==> config.mk <==
export PLATFORM = sky130hd
export DESIGN_NAME = load_align_unit_flat
export DESIGN_NICKNAME = d
export VERILOG_FILES = /design/src/rtl/load_align_unit_if.sv /design/src/rtl/load_align_unit.sv /design/src/flat_wrapper.sv
export SDC_FILE = /design/constraint.sdc
export NUM_CORES = 1
export LEC_CHECK = 0
export CAP_MARGIN = 20
export CORE_MARGIN = 2
export CORE_UTILIZATION = 45
export DETAILED_ROUTE_END_ITERATION = 16
export PLACE_DENSITY = 0.72
export SYNTH_ARGS = -nofsm -noshare
export SYNTH_HDL_FRONTEND = slang
export SYNTH_SLANG_ARGS = --single-unit
export TNS_END_PERCENT = 100
==> constraint.sdc <==
create_clock -name clk -period 2.5 [get_ports clk]
set_clock_uncertainty 0.15 [all_clocks]
set_input_delay 0.75 -clock clk [delete_from_list [all_inputs] [get_ports clk]]
set_output_delay 0.75 -clock clk [all_outputs]
set_load 0.01 [all_outputs]
==> src/rtl/load_align_unit_if.sv <==
// Request, memory and result signals of the load alignment unit.
// The master side issues loads and models the data memory; the slave side is the unit.
interface load_align_unit_if #(
  parameter int DATA_W = 32,
  parameter int ADDR_W = 32
);
  logic              req_valid;
  logic              req_ready;
  logic [ADDR_W-1:0] req_addr;
  logic [1:0]        req_size;
  logic              req_signed;
  logic              mem_rd;
  logic [ADDR_W-1:0] mem_addr;
  logic              mem_valid;
  logic [DATA_W-1:0] mem_rdata;
  logic              load_valid;
  logic [DATA_W-1:0] load_data;
  logic              load_misalign;

  modport master (
    output req_valid, req_addr, req_size, req_signed, mem_valid, mem_rdata,
    input  req_ready, mem_rd, mem_addr, load_valid, load_data, load_misalign
  );

  modport slave (
    input  req_valid, req_addr, req_size, req_signed, mem_valid, mem_rdata,
    output req_ready, mem_rd, mem_addr, load_valid, load_data, load_misalign
  );
endinterface

==> src/rtl/load_align_unit.sv <==
// Load alignment unit: issues one or two word reads per load, then extracts and
// zero/sign-extends the addressed byte/half/word/double. All outputs are registered.
module load_align_unit #(
  parameter int DATA_W   = 32,
  parameter int ADDR_W   = 32,
  parameter int SPLIT_EN = 1
) (
  input logic              clk,
  input logic              reset,
  load_align_unit_if.slave bus
);
  localparam int NB = DATA_W / 8;
  localparam int OB = $clog2(NB);
  localparam int SW = $clog2(2 * DATA_W);

  typedef enum logic [1:0] {IDLE, RD0, RD1, DONE} state_t;

  state_t            state_r, state_s;
  logic [OB-1:0]     off_r;
  logic [1:0]        size_r;
  logic              signed_r;
  logic              span_r;
  logic [DATA_W-1:0] word0_r;
  logic              req_ready_r, req_ready_s;
  logic              mem_rd_r, mem_rd_s;
  logic [ADDR_W-1:0] mem_addr_r, mem_addr_s;
  logic              load_valid_r, load_valid_s;
  logic [DATA_W-1:0] load_data_r, load_data_s;
  logic              load_mis_r, load_mis_s;
  logic              acc_s;
  logic [OB-1:0]     req_off_s;
  logic [3:0]        req_bytes_s;
  logic              req_mis_s, req_span_s, req_reject_s;

  // Shift the two-word window down to the addressed byte, then mask and extend.
  function automatic logic [DATA_W-1:0] extract(input logic [2*DATA_W-1:0] cat,
                                                input logic [OB-1:0] off,
                                                input logic [1:0] size,
                                                input logic sgn);
    logic [2*DATA_W-1:0] sh;
    logic [6:0]          nbits;
    logic [DATA_W-1:0]   mask;
    logic                sbit;
    sh    = cat >> {off, 3'b000};
    nbits = 7'd8 << size;
    mask  = ~({DATA_W{1'b1}} << nbits);
    sbit  = sgn & sh[SW'(nbits - 7'd1)];
    return (sh[DATA_W-1:0] & mask) | (sbit ? ~mask : {DATA_W{1'b0}});
  endfunction

  // Decode the incoming request: offset, misalignment, word-span and legality.
  always_comb begin
    req_off_s    = bus.req_addr[OB-1:0];
    req_bytes_s  = 4'd1 << bus.req_size;
    req_mis_s    = ((4'(req_off_s) & (req_bytes_s - 4'd1)) != 4'd0);
    req_span_s   = ((5'(req_off_s) + 5'(req_bytes_s)) > 5'(NB));
    req_reject_s = ((bus.req_size == 2'b11) && (DATA_W == 32)) ||
                   (req_mis_s && (SPLIT_EN == 0));
  end

  // Next state and next registered output values.
  always_comb begin
    state_s      = state_r;
    acc_s        = 1'b0;
    mem_rd_s     = 1'b0;
    mem_addr_s   = mem_addr_r;
    load_valid_s = 1'b0;
    load_data_s  = load_data_r;
    load_mis_s   = load_mis_r;
    case (state_r)
      IDLE: begin
        if (bus.req_valid) begin
          acc_s = 1'b1;
          if (req_reject_s) begin
            state_s      = DONE;
            load_valid_s = 1'b1;
            load_data_s  = {DATA_W{1'b0}};
            load_mis_s   = 1'b1;
          end else begin
            state_s    = RD0;
            mem_rd_s   = 1'b1;
            mem_addr_s = {bus.req_addr[ADDR_W-1:OB], {OB{1'b0}}};
          end
        end else begin
          state_s = IDLE;
        end
      end
      RD0: begin
        mem_rd_s = 1'b1;
        if (bus.mem_valid && span_r) begin
          state_s    = RD1;
          mem_addr_s = mem_addr_r + ADDR_W'(NB);
        end else if (bus.mem_valid) begin
          state_s      = DONE;
          mem_rd_s     = 1'b0;
          load_valid_s = 1'b1;
          load_data_s  = extract({{DATA_W{1'b0}}, bus.mem_rdata}, off_r, size_r, signed_r);
          load_mis_s   = 1'b0;
        end else begin
          state_s = RD0;
        end
      end
      RD1: begin
        mem_rd_s = 1'b1;
        if (bus.mem_valid) begin
          state_s      = DONE;
          mem_rd_s     = 1'b0;
          load_valid_s = 1'b1;
          load_data_s  = extract({bus.mem_rdata, word0_r}, off_r, size_r, signed_r);
          load_mis_s   = 1'b0;
        end else begin
          state_s = RD1;
        end
      end
      DONE:    state_s = IDLE;
      default: state_s = IDLE;
    endcase
    req_ready_s = (state_s == IDLE);
  end

  // State register.
  always_ff @(posedge clk) begin
    if (reset) begin
      state_r <= IDLE;
    end else begin
      state_r <= state_s;
    end
  end

  // Request capture, first-word capture and registered outputs.
  always_ff @(posedge clk) begin
    if (reset) begin
      off_r        <= {OB{1'b0}};
      size_r       <= 2'b00;
      signed_r     <= 1'b0;
      span_r       <= 1'b0;
      word0_r      <= {DATA_W{1'b0}};
      req_ready_r  <= 1'b1;
      mem_rd_r     <= 1'b0;
      mem_addr_r   <= {ADDR_W{1'b0}};
      load_valid_r <= 1'b0;
      load_data_r  <= {DATA_W{1'b0}};
      load_mis_r   <= 1'b0;
    end else begin
      if (acc_s) begin
        off_r    <= req_off_s;
        size_r   <= bus.req_size;
        signed_r <= bus.req_signed;
        span_r   <= req_span_s;
      end
      if ((state_r == RD0) && bus.mem_valid) begin
        word0_r <= bus.mem_rdata;
      end
      req_ready_r  <= req_ready_s;
      mem_rd_r     <= mem_rd_s;
      mem_addr_r   <= mem_addr_s;
      load_valid_r <= load_valid_s;
      load_data_r  <= load_data_s;
      load_mis_r   <= load_mis_s;
    end
  end

  assign bus.req_ready     = req_ready_r;
  assign bus.mem_rd        = mem_rd_r;
  assign bus.mem_addr      = mem_addr_r;
  assign bus.load_valid    = load_valid_r;
  assign bus.load_data     = load_data_r;
  assign bus.load_misalign = load_mis_r;
endmodule

==> src/flat_wrapper.sv <==
// flat-port wrapper written by rule: the top's interface ports become plain ports
module load_align_unit_flat 
#(
  parameter int DATA_W   = 32,
  parameter int ADDR_W   = 32,
  parameter int SPLIT_EN = 1
)
  (clk, reset, bus_req_valid, bus_req_addr, bus_req_size, bus_req_signed, bus_mem_valid, bus_mem_rdata, bus_req_ready, bus_mem_rd, bus_mem_addr, bus_load_valid, bus_load_data, bus_load_misalign);
  load_align_unit_if #(.DATA_W(DATA_W), .ADDR_W(ADDR_W)) bus_i ();
  input logic clk;
  input logic reset;
  input wire logic [$bits(bus_i.req_valid)-1:0] bus_req_valid;
  input wire logic [$bits(bus_i.req_addr)-1:0] bus_req_addr;
  input wire logic [$bits(bus_i.req_size)-1:0] bus_req_size;
  input wire logic [$bits(bus_i.req_signed)-1:0] bus_req_signed;
  input wire logic [$bits(bus_i.mem_valid)-1:0] bus_mem_valid;
  input wire logic [$bits(bus_i.mem_rdata)-1:0] bus_mem_rdata;
  output wire logic [$bits(bus_i.req_ready)-1:0] bus_req_ready;
  output wire logic [$bits(bus_i.mem_rd)-1:0] bus_mem_rd;
  output wire logic [$bits(bus_i.mem_addr)-1:0] bus_mem_addr;
  output wire logic [$bits(bus_i.load_valid)-1:0] bus_load_valid;
  output wire logic [$bits(bus_i.load_data)-1:0] bus_load_data;
  output wire logic [$bits(bus_i.load_misalign)-1:0] bus_load_misalign;
  assign bus_i.req_valid = bus_req_valid;
  assign bus_i.req_addr = bus_req_addr;
  assign bus_i.req_size = bus_req_size;
  assign bus_i.req_signed = bus_req_signed;
  assign bus_i.mem_valid = bus_mem_valid;
  assign bus_i.mem_rdata = bus_mem_rdata;
  assign bus_req_ready = bus_i.req_ready;
  assign bus_mem_rd = bus_i.mem_rd;
  assign bus_mem_addr = bus_i.mem_addr;
  assign bus_load_valid = bus_i.load_valid;
  assign bus_load_data = bus_i.load_data;
  assign bus_load_misalign = bus_i.load_misalign;
  load_align_unit #(.DATA_W(DATA_W), .ADDR_W(ADDR_W), .SPLIT_EN(SPLIT_EN)) u_core (.clk(clk), .reset(reset), .bus(bus_i));
endmodule
==> results of run 1 <==
-- cells by family after synthesis --
kind of cell	Yosys count
AOI/OAI and AO/OA	247
and+or+nand+nor	261
buffers and inverters	89
xor gates and xnor gates	2
adders and majority gates	8
other	1
muxes	68
DFF	106
-- report_power, final --
group | internal (mW) | switching (mW) | total [mW]
clock network | 0.859 | 0.670 | 1.53
registers | 1.77 | 0.104 | 1.88
logic | 0.564 | 0.552 | 1.12
-- cell type report --
class	instances	area, sq um	share of cell area [%]
multi-input cells	588	4040	45.5
clock inverters	4	48.8	0.549
repair buffers	225	2130	23.9
clock buffers	12	267	3.00
inverters	16	60.1	0.675
flip-flops and latches	106	2120	23.9
well taps	180	225	2.53
-- metrics by stage --
step	area, sq um	worst slack (ns)	setup TNS (ns)	total power [mW]	cells
6_report	8900	0.0456	0	4.52	1131
5_1_grt	8900	-0.0882	-0.0926	4.70	1131
4_1_cts	8870	0.0225	0	4.51	1131
3_5_place_dp	8550	-0.367	-12.15	3.00	1115
3_3_place_gp	8550	-0.283	-8.55	2.97	1115
2_1_floorplan	6510	0.0852	0	2.46	783
-- worst max path at each step --
| stage | start | endpoint | slack [ns] | cells after the start |
|---|---|---|---|---|
| after floorplan | bus_req_size[1] | u_core.bus.load_data[20] | 0.09 | 7 |
| after global placement | bus_req_size[1] | u_core.span_r | -0.28 | 10 |
| after detailed placement | bus_mem_rdata[23] | u_core.bus.load_data[15] | -0.37 | 6 |
| after CTS | bus_mem_rdata[7] | u_core.bus.load_data[27] | 0.02 | 7 |
| after global routing | bus_req_size[0] | u_core.span_r | -0.09 | 10 |
| final | bus_req_size[0] | u_core.span_r | 0.05 | 9 |
-- worst max-delay path, stage by stage --
cell and delay, ns:
sky130_fd_sc_hd__clkdlybuf4s50_1 0.52, sky130_fd_sc_hd__buf_4 0.15, sky130_fd_sc_hd__nand2b_1 0.10, sky130_fd_sc_hd__fa_1 0.57, sky130_fd_sc_hd__inv_1 0.05, sky130_fd_sc_hd__o21ai_1 0.12
sky130_fd_sc_hd__nand3_1 0.09, sky130_fd_sc_hd__o211ai_1 0.10, sky130_fd_sc_hd__a21oi_1 0.08
-- flip-flops by register name (all words and copies together), names as in the netlist --
register and count:
u_core.bus.load_data 32, u_core.bus.load_misalign 1, u_core.bus.load_valid 1, u_core.bus.mem_addr 30, u_core.bus.mem_rd 1, u_core.bus.req_ready 1, u_core.off_r 2, u_core.signed_r 1
u_core.size_r 2, u_core.span_r 1, u_core.state_r 2, u_core.word0_r 32
-- layout by cell type (no fill, tap or decap), types with 9 or more instances in the layout --
master,instances
sky130_fd_sc_hd__mux2i_1,13
sky130_fd_sc_hd__mux4_2,22
sky130_fd_sc_hd__a211oi_1,17
sky130_fd_sc_hd__inv_1,15
sky130_fd_sc_hd__mux2_2,33
sky130_fd_sc_hd__nand2_1,150
sky130_fd_sc_hd__clkdlybuf4s50_1,134
sky130_fd_sc_hd__clkbuf_16,9
sky130_fd_sc_hd__buf_4,81
sky130_fd_sc_hd__dfxtp_1,104
sky130_fd_sc_hd__nor2_1,20
sky130_fd_sc_hd__a221oi_1,37
sky130_fd_sc_hd__o21ai_0,38
sky130_fd_sc_hd__nand3_1,23
sky130_fd_sc_hd__a31oi_1,13
sky130_fd_sc_hd__o31ai_1,12
sky130_fd_sc_hd__a21oi_1,71
sky130_fd_sc_hd__nor2b_1,9
-- per-layer routing --
metal	vias up	share of wire, %
met3	38	9.6
met5	-	0
met2	417	46
met1	3358	42
met4	0	2.0
li1	3258	-
-- what timing repair did --
action | CTS | global route
resized for setup | 1 | 12
endpoints found under the setup margin | 1 | 24
pin swaps | 0 | 1
==> results_dict.tcl, run 1 <==
set metrics [dict create \
    final_nets 1025 \
    max-clock-path-buffers 2 \
    final_core_utilization_pct 63.6 \
    firstDrtPassIters 8 \
    global_route_wire_length_before_repair_mm 34.6 \
    globalplace.congestion 0.926 \
    num_rows 43 \
    initial_core_util_pct 46.5 \
    flow.area_growth_from_synthesis_pct 36.8 \
    synth_top_area_cell "sky130_fd_sc_hd__dfxtp_1" \
    antenna_cells 0 \
    rr_endpoint "u_core.bus.mem_addr[27]" \
    postSynthAreaPerCell_sq_um 8.32 \
    finalCriticalPeriod_ns 2.45 \
    grt_start_max_net_pins 43 \
    max-cap-violations 0 \
    maximum_vdd_drop_mv 0.331 \
    ys_warn_count 0 \
    timing.hold.worst.class "reg -> reg" \
    grt_util_met1_pct 36.9 \
    clkLatencyLatePin_ns 0.36 \
    number_of_levels_the_h_tree_was_split_into 3 \
    grt_setup_unrepaired "yes" \
    ys_seq_area_share_pct 32.6 \
    power.density_cell_area_nw_per_um2 508 \
    synth_fa_ha_area_share_pct 1.65 \
    drive_above_1_share_pct 18.5 \
    criticalPathCategory "in -> reg" \
    final_hold_viol_count 0 \
    cts_tree "yes" \
    route.final.wire_length_mm 21.6 \
    grt.busiest_layer "met2" \
    worst_path_arrival_time_ns 2.54 \
    worst_path_fanout_max 4 \
    numCtsBuffers 9 \
    r2r_start "u_core.state_r[1]" \
    postSynth.topFlopCell "sky130_fd_sc_hd__dfxtp_1" \
    instance_count_of_the_mapped_netlist 782 \
    synth.area.top_cells "sky130_fd_sc_hd__dfxtp_1 (33%), sky130_fd_sc_hd__nand2_1 (8.7%), sky130_fd_sc_hd__mux4_2 (7.6%), sky130_fd_sc_hd__mux2_2 (5.7%), sky130_fd_sc_hd__a21oi_1 (5.5%)" \
    worst_hold_path.endpoint "u_core.word0_r[4]" \
    fmaxAchievable_mhz 407 \
    number_of_enable_flip_flop_cells_after_synthesis 0 \
    detail_route.wl_per_cell_um 19.1 \
    hold_start "u_core.word0_r[4]" \
    pins_over_their_slew_limit 0 \
    routed-via-count 7071 \
    synth-async-reset-ratio_pct 0 \
    gr-usage-met2_pct 42.4 \
    path_clk_slew_ns 0.07 \
    min_period_over_period_pct 98.2 \
    drcViolationCount 0 \
    placement.io_buffers 136 \
    synth_top_family_by_area "compound AO/OA/AOI/OAI gates" \
    grt_pass1_vias 6724 \
    post-cts-setup-buffer-count 0 \
    overflow 0 \
    ys_ff_latch 106 \
    maxSlewHeadroom_pct 55.5 \
    die_w_um 124 \
    boundaryPins 139 \
    die-area_sq_um 15400 \
    static-leakage-power_nw 3.13 \
    reg2reg_depth 7 \
    timing.final.setup_violations 0 \
    synth.top_cells.by_count "sky130_fd_sc_hd__nand2_1 (150), sky130_fd_sc_hd__dfxtp_1 (106), sky130_fd_sc_hd__a21oi_1 (72)" \
    cp-start-kind "primary input" \
    worstHoldPathCells 2 \
    run_status "complete, no violations" \
    critical_path.endpoint_type "register" \
    place.detailed.hpwl_mm 15.4 \
    smallest_hold_slack_ns 0.308 \
    synth_compound_area_share_pct 25.7 \
    yosys-mux-area-fraction_pct 15.3 \
    antenna_found_initial 0 \
    synth_simple_gate_area_share_pct 18.6 \
    global_route.usage.met3_pct 6.45 \
    avgViaCountPerCell 6.25 \
    count_of_unique_library_cells_instantiated_by_yosys 61 \
    worstMarginPinSlew_ns 0.666 \
    synth_top_area_share_pct 32.6 \
    cts.root.buffer_cell "sky130_fd_sc_hd__clkbuf_16" \
    detailedRoute.firstIterationViolations 759 \
    reg2reg_setup_slack_ns 0.08 \
    clock_sink_count 106 \
    die_h_um 124 \
    ant_nets 0 \
    fillCellCount 1186 \
    synth_most_common_cell "sky130_fd_sc_hd__nand2_1" \
    design.core.area_sq_um 14000 \
    synth_area_in_xor_xnor_pct 0.269 \
    globalRouteTotalUtil_pct 27.0 \
    netlist_area_sq_um 6500 \
    worstPathRequired_ns 2.58 \
    post_cts_hold_buffer_count 0 \
]
Note: power is estimated with default switching activity, not from simulation.
==> run 2, diff against run 1 <==
--- a/config.mk
+++ b/config.mk
@@ -7,9 +7,9 @@
 export LEC_CHECK = 0
 export CAP_MARGIN = 20
 export CORE_MARGIN = 2
-export CORE_UTILIZATION = 45
+export CORE_UTILIZATION = 40
 export DETAILED_ROUTE_END_ITERATION = 16
-export PLACE_DENSITY = 0.72
+export PLACE_DENSITY = 0.65
 export SYNTH_ARGS = -nofsm -noshare
 export SYNTH_HDL_FRONTEND = slang
 export SYNTH_SLANG_ARGS = --single-unit
==> constraint.sdc (replaced) <==
create_clock -name clk -period 2.5 [get_ports clk]
set_clock_uncertainty 0.15 [all_clocks]
set_input_delay 0.5 -clock clk [delete_from_list [all_inputs] [get_ports clk]]
set_output_delay 0.5 -clock clk [all_outputs]
set_load 0.01 [all_outputs]
==> run 2 against run 1 <==
  * Maximum frequency is 5.7% higher
  * Non-clock buffer count is 23 lower
  * Sequential cell count is the same
  * Highest routed layer unchanged
==> results_dict.tcl, run 2 (synthesis results as in run 1) <==
set metrics [dict create \
    run_status "complete, no violations" \
    fillCellCount 1522 \
    cts_tree "yes" \
    pins_over_their_slew_limit 0 \
    cp-start-kind "register" \
    final_core_utilization_pct 54.9 \
    smallest_hold_slack_ns 0.305 \
    post-cts-setup-buffer-count 0 \
    worst_path_arrival_time_ns 2.39 \
    fmaxAchievable_mhz 431 \
    reg2reg_setup_slack_ns 0.18 \
    globalplace.congestion 0.880 \
    avgViaCountPerCell 5.95 \
    critical_path.endpoint_type "register" \
    power_frac_clock_pct 32.2 \
    final_nets 1002 \
    timing.final.setup_violations 0 \
    netSwitchingPower_mw 1.30 \
    globalRouteTotalUtil_pct 24.2 \
    cts.root.buffer_cell "sky130_fd_sc_hd__clkbuf_16" \
    flow.area_growth_from_synthesis_pct 34.0 \
    place.detailed.hpwl_mm 14.7 \
    setup_slack_ns 0.179 \
    drcViolationCount 0 \
    num_rows 46 \
    path_clk_slew_ns 0.07 \
    min_period_over_period_pct 92.9 \
    clkLatencyLatePin_ns 0.36 \
    detailedRoute.firstIterationViolations 615 \
    final_common_cell "sky130_fd_sc_hd__nand2_1" \
    static-leakage-power_nw 2.98 \
    firstDrtPassIters 7 \
    critPathSlowestCell "sky130_fd_sc_hd__a2111oi_0" \
    met1Wirelength_mm 9.51 \
    criticalPathCategory "reg -> reg" \
    r2r_start "u_core.state_r[0]" \
    grt_start_max_net_pins 58 \
    global_route_wire_length_before_repair_mm 33.9 \
    power.density_cell_area_nw_per_um2 498 \
    wl_met3_mm 1.60 \
    die_w_um 132 \
    dr_wl_met2_mm 9.74 \
    number_of_levels_the_h_tree_was_split_into 3 \
    clock_sink_count 106 \
    area_of_combinational_cells_with_multiple_inputs_sq_um 4020 \
    top_signal_layer_used "met4" \
    final_area_sq_um 8720 \
    placement.io_buffers 136 \
    p_total_mw 4.34 \
    area.sequential_sq_um 2130 \
    grt_pass1_vias 6273 \
    ant_nets 0 \
    drive_above_1_share_pct 16.1 \
    worstPathRequired_ns 2.57 \
    rr_endpoint "u_core.bus.load_data[22]" \
    overflow 0 \
    share_seq_of_total_power_pct 43.1 \
    timing.hold.worst.class "reg -> reg" \
    path_cells "inv_1 -> ha_1 -> buf_4 -> nor2b_1 -> a21oi_1 -> nand2_1 -> buf_12 -> a2111oi_0 -> a211oi_1" \
    initial_core_util_pct 40.9 \
    finalCriticalPeriod_ns 2.32 \
    crit_path_max_delay_family "compound AO/OA/AOI/OAI gates" \
    grt_setup_unrepaired "no" \
    detailed_place.area_sq_um 8420 \
    routed-via-count 6810 \
    design.core.area_sq_um 15900 \
    crit_buf_inv 3 \
    worstHoldPathCells 2 \
    max-clock-path-buffers 2 \
    die-area_sq_um 17300 \
    comb_power_share_pct 24.7 \
    hold_start "u_core.word0_r[3]" \
    final_cell_mix "sky130_fd_sc_hd__nand2_1 (150), sky130_fd_sc_hd__clkdlybuf4s50_1 (135), sky130_fd_sc_hd__dfxtp_1 (104)" \
    worst_hold_path.endpoint "u_core.word0_r[3]" \
    maximum_vdd_drop_mv 0.335 \
    numCtsBuffers 9 \
    worst_path_fanout_max 33 \
    boundaryPins 139 \
    detail_route.wl_per_cell_um 18.5 \
    reg2reg_depth 9 \
    maxSlewHeadroom_pct 54.3 \
    die_h_um 132 \
    max-cap-violations 0 \
    worstMarginPinSlew_ns 0.680 \
    final_hold_viol_count 0 \
    antenna_found_initial 1 \
    pre_cts_slack_ns -0.207 \
    cp_slowest_stage_delay_ns 0.47 \
    intPower_mw 3.03 \
    route.final.wire_length_mm 21.2 \
    switching_part_of_the_total_power_pct 30.1 \
]
run 2: changes by cell type in the layout (fill, tap and decap cells not counted), sizes merged:
cell | previous run | this run
diode | 0 | 1
bufinv | 1 | 0
buf | 90 | 67
clkdlybuf4s50 | 134 | 135
clkinvlp | 0 | 1
dlymetal6s2s | 1 | 0
run 2: worst max-delay path by stage:
stage	to	depth (start not counted)	slack, ns	startpoint
after floorplan	u_core.bus.load_data[20]	7	0.34	bus_req_size[1]
after global placement	u_core.bus.load_data[24]	7	-0.19	bus_mem_rdata[7]
after detailed placement	u_core.bus.load_data[25]	7	-0.21	bus_mem_rdata[7]
after CTS	u_core.bus.load_data[26]	6	0.08	u_core.state_r[1]
after global routing	u_core.bus.load_data[29]	6	0.005	u_core.state_r[1]
final	u_core.bus.load_data[22]	9	0.18	u_core.state_r[0]
run 2: area by class of cell:
cell class                      count  area share [%]
Timing Repair Buffer              202            22.4
Tap cell                          216            3.10
Clock inverter                      4           0.301
Inverter                           16           0.689
Multi-Input combinational cell    588            46.1
Antenna cell                        1          0.0287
Sequential cell                   106            24.4
Clock buffer                       12            2.94
run 2: worst min-delay path, cell delays in order (launching register included):
cell,delay (ns)
sky130_fd_sc_hd__dfxtp_1,0.31
sky130_fd_sc_hd__nand2_1,0.05
sky130_fd_sc_hd__a21oi_1,0.05
run 2: power groups by stage:
stage | clock network [mW] | logic (mW) | registers, mW
floorplan | 0 | 0.557 | 1.90
global placement | 0 | 1.06 | 1.91
detailed placement | 0 | 1.06 | 1.91
CTS | 1.42 | 1.07 | 1.87
global route | 1.47 | 1.16 | 1.88
finish | 1.40 | 1.07 | 1.87
run 2: metal layers:
layer,vias to the layer above,GRT usage (%)
met3,24,5.25
li1,3217,-
met5,-,0
met1,3267,33.2
met2,302,38.2
met4,0,7.31
run 2: stage by stage:
step / std cells / TNS (ns)
after floorplan: 783 / 0
after global placement: 1127 / -1.73
after detailed placement: 1128 / -2.16
after CTS: 1144 / 0
after global routing: 1144 / 0
final: 1145 / 0
run 2: repair_timing:
action,4_1_cts,5_1_grt
hold buffers,0,0
setup endpoints to repair,0,9
endpoints found under the hold margin,0,0
resized for setup,0,2
==> run 3, diff against run 2 <==
--- a/config.mk
+++ b/config.mk
@@ -10,6 +10,7 @@
 export CORE_UTILIZATION = 40
 export DETAILED_ROUTE_END_ITERATION = 16
 export PLACE_DENSITY = 0.65
+export SETUP_SLACK_MARGIN = 0.05
 export SYNTH_ARGS = -nofsm -noshare
 export SYNTH_HDL_FRONTEND = slang
 export SYNTH_SLANG_ARGS = --single-unit
==> run 3 against run 2 <==
  * Sequential share of layout area about the same
  * Non-clock buffer count is the same
  * Combinational power hardly changed
  * Wire length fell by 0.11%
  * Die area unchanged
  * Critical path depth stayed put
  * Setup slack improved by 0.066 ns
  * Maximum frequency is 2.9% higher
  * Via count down 0.35%
  * Sequential cell count is the same
==> results_dict.tcl, run 3 (synthesis results as in run 1) <==
set metrics [dict create \
    run_status "complete, no violations" \
    criticalPathCategory "reg -> reg" \
    final_nets 1002 \
    hold_start "u_core.word0_r[3]" \
    antenna_found_initial 1 \
    timing.final.setup_violations 0 \
    route.final.wire_length_mm 21.2 \
    die_w_um 132 \
    power.density_cell_area_nw_per_um2 497 \
    critPathSlowestCell "sky130_fd_sc_hd__a2111oi_0" \
    fillCellCount 1520 \
    min_period_over_period_pct 90.2 \
    overflow 0 \
    critical_path.endpoint_type "register" \
    cp_slowest_stage_delay_ns 0.43 \
    path_cells "inv_1 -> ha_1 -> buf_4 -> nor2b_1 -> a21oi_1 -> nand2_1 -> buf_12 -> a2111oi_0 -> a211oi_1" \
    flow.area_growth_from_synthesis_pct 34.2 \
    clock_sink_count 106 \
    cts.root.buffer_cell "sky130_fd_sc_hd__clkbuf_16" \
    final_cell_mix "sky130_fd_sc_hd__nand2_1 (150), sky130_fd_sc_hd__clkdlybuf4s50_1 (135), sky130_fd_sc_hd__dfxtp_1 (104)" \
    fmaxAchievable_mhz 443 \
    worstPathRequired_ns 2.59 \
    worst_path_arrival_time_ns 2.34 \
    timing.hold.worst.class "reg -> reg" \
    worst_hold_path.endpoint "u_core.word0_r[3]" \
    design.core.area_sq_um 15900 \
    global_route_wire_length_before_repair_mm 33.9 \
    worstHoldPathCells 2 \
    maximum_vdd_drop_mv 0.335 \
    max-clock-path-buffers 2 \
    placement.io_buffers 136 \
    worst_path_fanout_max 33 \
    path_clk_slew_ns 0.07 \
    static-leakage-power_nw 2.99 \
    maxSlewHeadroom_pct 54.7 \
    die_h_um 132 \
    die-area_sq_um 17300 \
    cts_tree "yes" \
    final_area_sq_um 8730 \
    cp-start-kind "register" \
    detailed_place.area_sq_um 8420 \
    boundaryPins 139 \
    reg2reg_setup_slack_ns 0.25 \
    routed-via-count 6786 \
    final_hold_viol_count 0 \
    initial_core_util_pct 40.9 \
    crit_path_max_delay_family "compound AO/OA/AOI/OAI gates" \
    numCtsBuffers 9 \
    grt_setup_unrepaired "yes" \
    num_rows 46 \
    pins_over_their_slew_limit 0 \
    worstMarginPinSlew_ns 0.674 \
    firstDrtPassIters 7 \
    detailedRoute.firstIterationViolations 620 \
    place.detailed.hpwl_mm 14.7 \
    drcViolationCount 0 \
    r2r_start "u_core.state_r[0]" \
    final_common_cell "sky130_fd_sc_hd__nand2_1" \
    ant_nets 0 \
    globalRouteTotalUtil_pct 24.2 \
    grt_pass1_vias 6273 \
    drive_above_1_share_pct 16.2 \
    p_total_mw 4.34 \
    detail_route.wl_per_cell_um 18.5 \
    number_of_levels_the_h_tree_was_split_into 3 \
    clkLatencyLatePin_ns 0.36 \
    finalCriticalPeriod_ns 2.25 \
    avgViaCountPerCell 5.93 \
    reg2reg_depth 9 \
    post_cts_hold_buffer_count 0 \
    globalplace.congestion 0.880 \
    rr_endpoint "u_core.bus.load_data[18]" \
    max-cap-violations 0 \
    crit_buf_inv 3 \
    grt_start_max_net_pins 58 \
]
==> run 3: cell counts in the layout (fill, tap and decap cells not counted) <==
No cell type changed its count.
==> run 3: worst max-delay path by stage <==
stage	from	end	cells past startpoint
CTS	u_core.state_r[1]	u_core.bus.load_data[26]	6
global route	u_core.state_r[0]	u_core.bus.load_data[29]	8
global placement	bus_mem_rdata[7]	u_core.bus.load_data[24]	7
detailed placement	bus_mem_rdata[7]	u_core.bus.load_data[25]	7
finish	u_core.state_r[0]	u_core.bus.load_data[18]	9
floorplan	bus_req_size[1]	u_core.bus.load_data[20]	7
==> run 3: worst register-to-register path: cells and delay by family (launching register included) <==
family / cells / cell delay (ns)
adder cells (fa/ha/maj): 1 / 0.23
AO/OA/AOI/OAI: 3 / 0.69
AND/OR/NAND/NOR: 2 / 0.25
buffers and inverters: 3 / 0.44
flip-flops: 1 / 0.37
==> run 3: routing by layer <==
layer / share of wire (%) / wire length [um] / vias up / track usage [%]
met5: 0 / 0 / - / 0
met4: 1.7 / 357 / 0 / 7.31
met3: 8.2 / 1730 / 26 / 5.25
met2: 46 / 9710 / 300 / 38.2
met1: 44 / 9370 / 3244 / 33.2
li1: - / - / 3216 / -
==> run 3: layout make-up <==
cell class,instances,area [sq um],share of cell area (%)
diodes,1,2.50,0.0287
clock buffers,12,256,2.94
clock inverters,4,26.3,0.301
inverters,16,60.1,0.688
multi-input cells,588,4030,46.2
flip-flops and latches,106,2130,24.4
well taps,216,270,3.10
repair buffers,202,1950,22.4
==> run 3: per-stage QoR <==
stage	hold WS [ns]	utilization, %	std cells	setup TNS, ns	worst slack (ns)
after global placement	0.290	53.0	1127	-1.73	-0.189
after floorplan	0.284	-	783	0	0.335
final	0.305	54.9	1145	0	0.245
after detailed placement	0.298	53.0	1128	-2.16	-0.207
after global routing	0.329	54.9	1144	0	0.0480
after CTS	0.308	54.8	1144	0	0.0818
==> run 3: timing repair <==
item,CTS,global route
setup endpoints to repair,0,11
gates resized for setup,0,6
buffers inserted,0,0
==> run 3: power breakdown <==
group          total [mW]  internal, mW  switching (mW)
logic                1.07         0.533           0.540
registers            1.87          1.77          0.0997
clock network        1.39         0.730           0.663
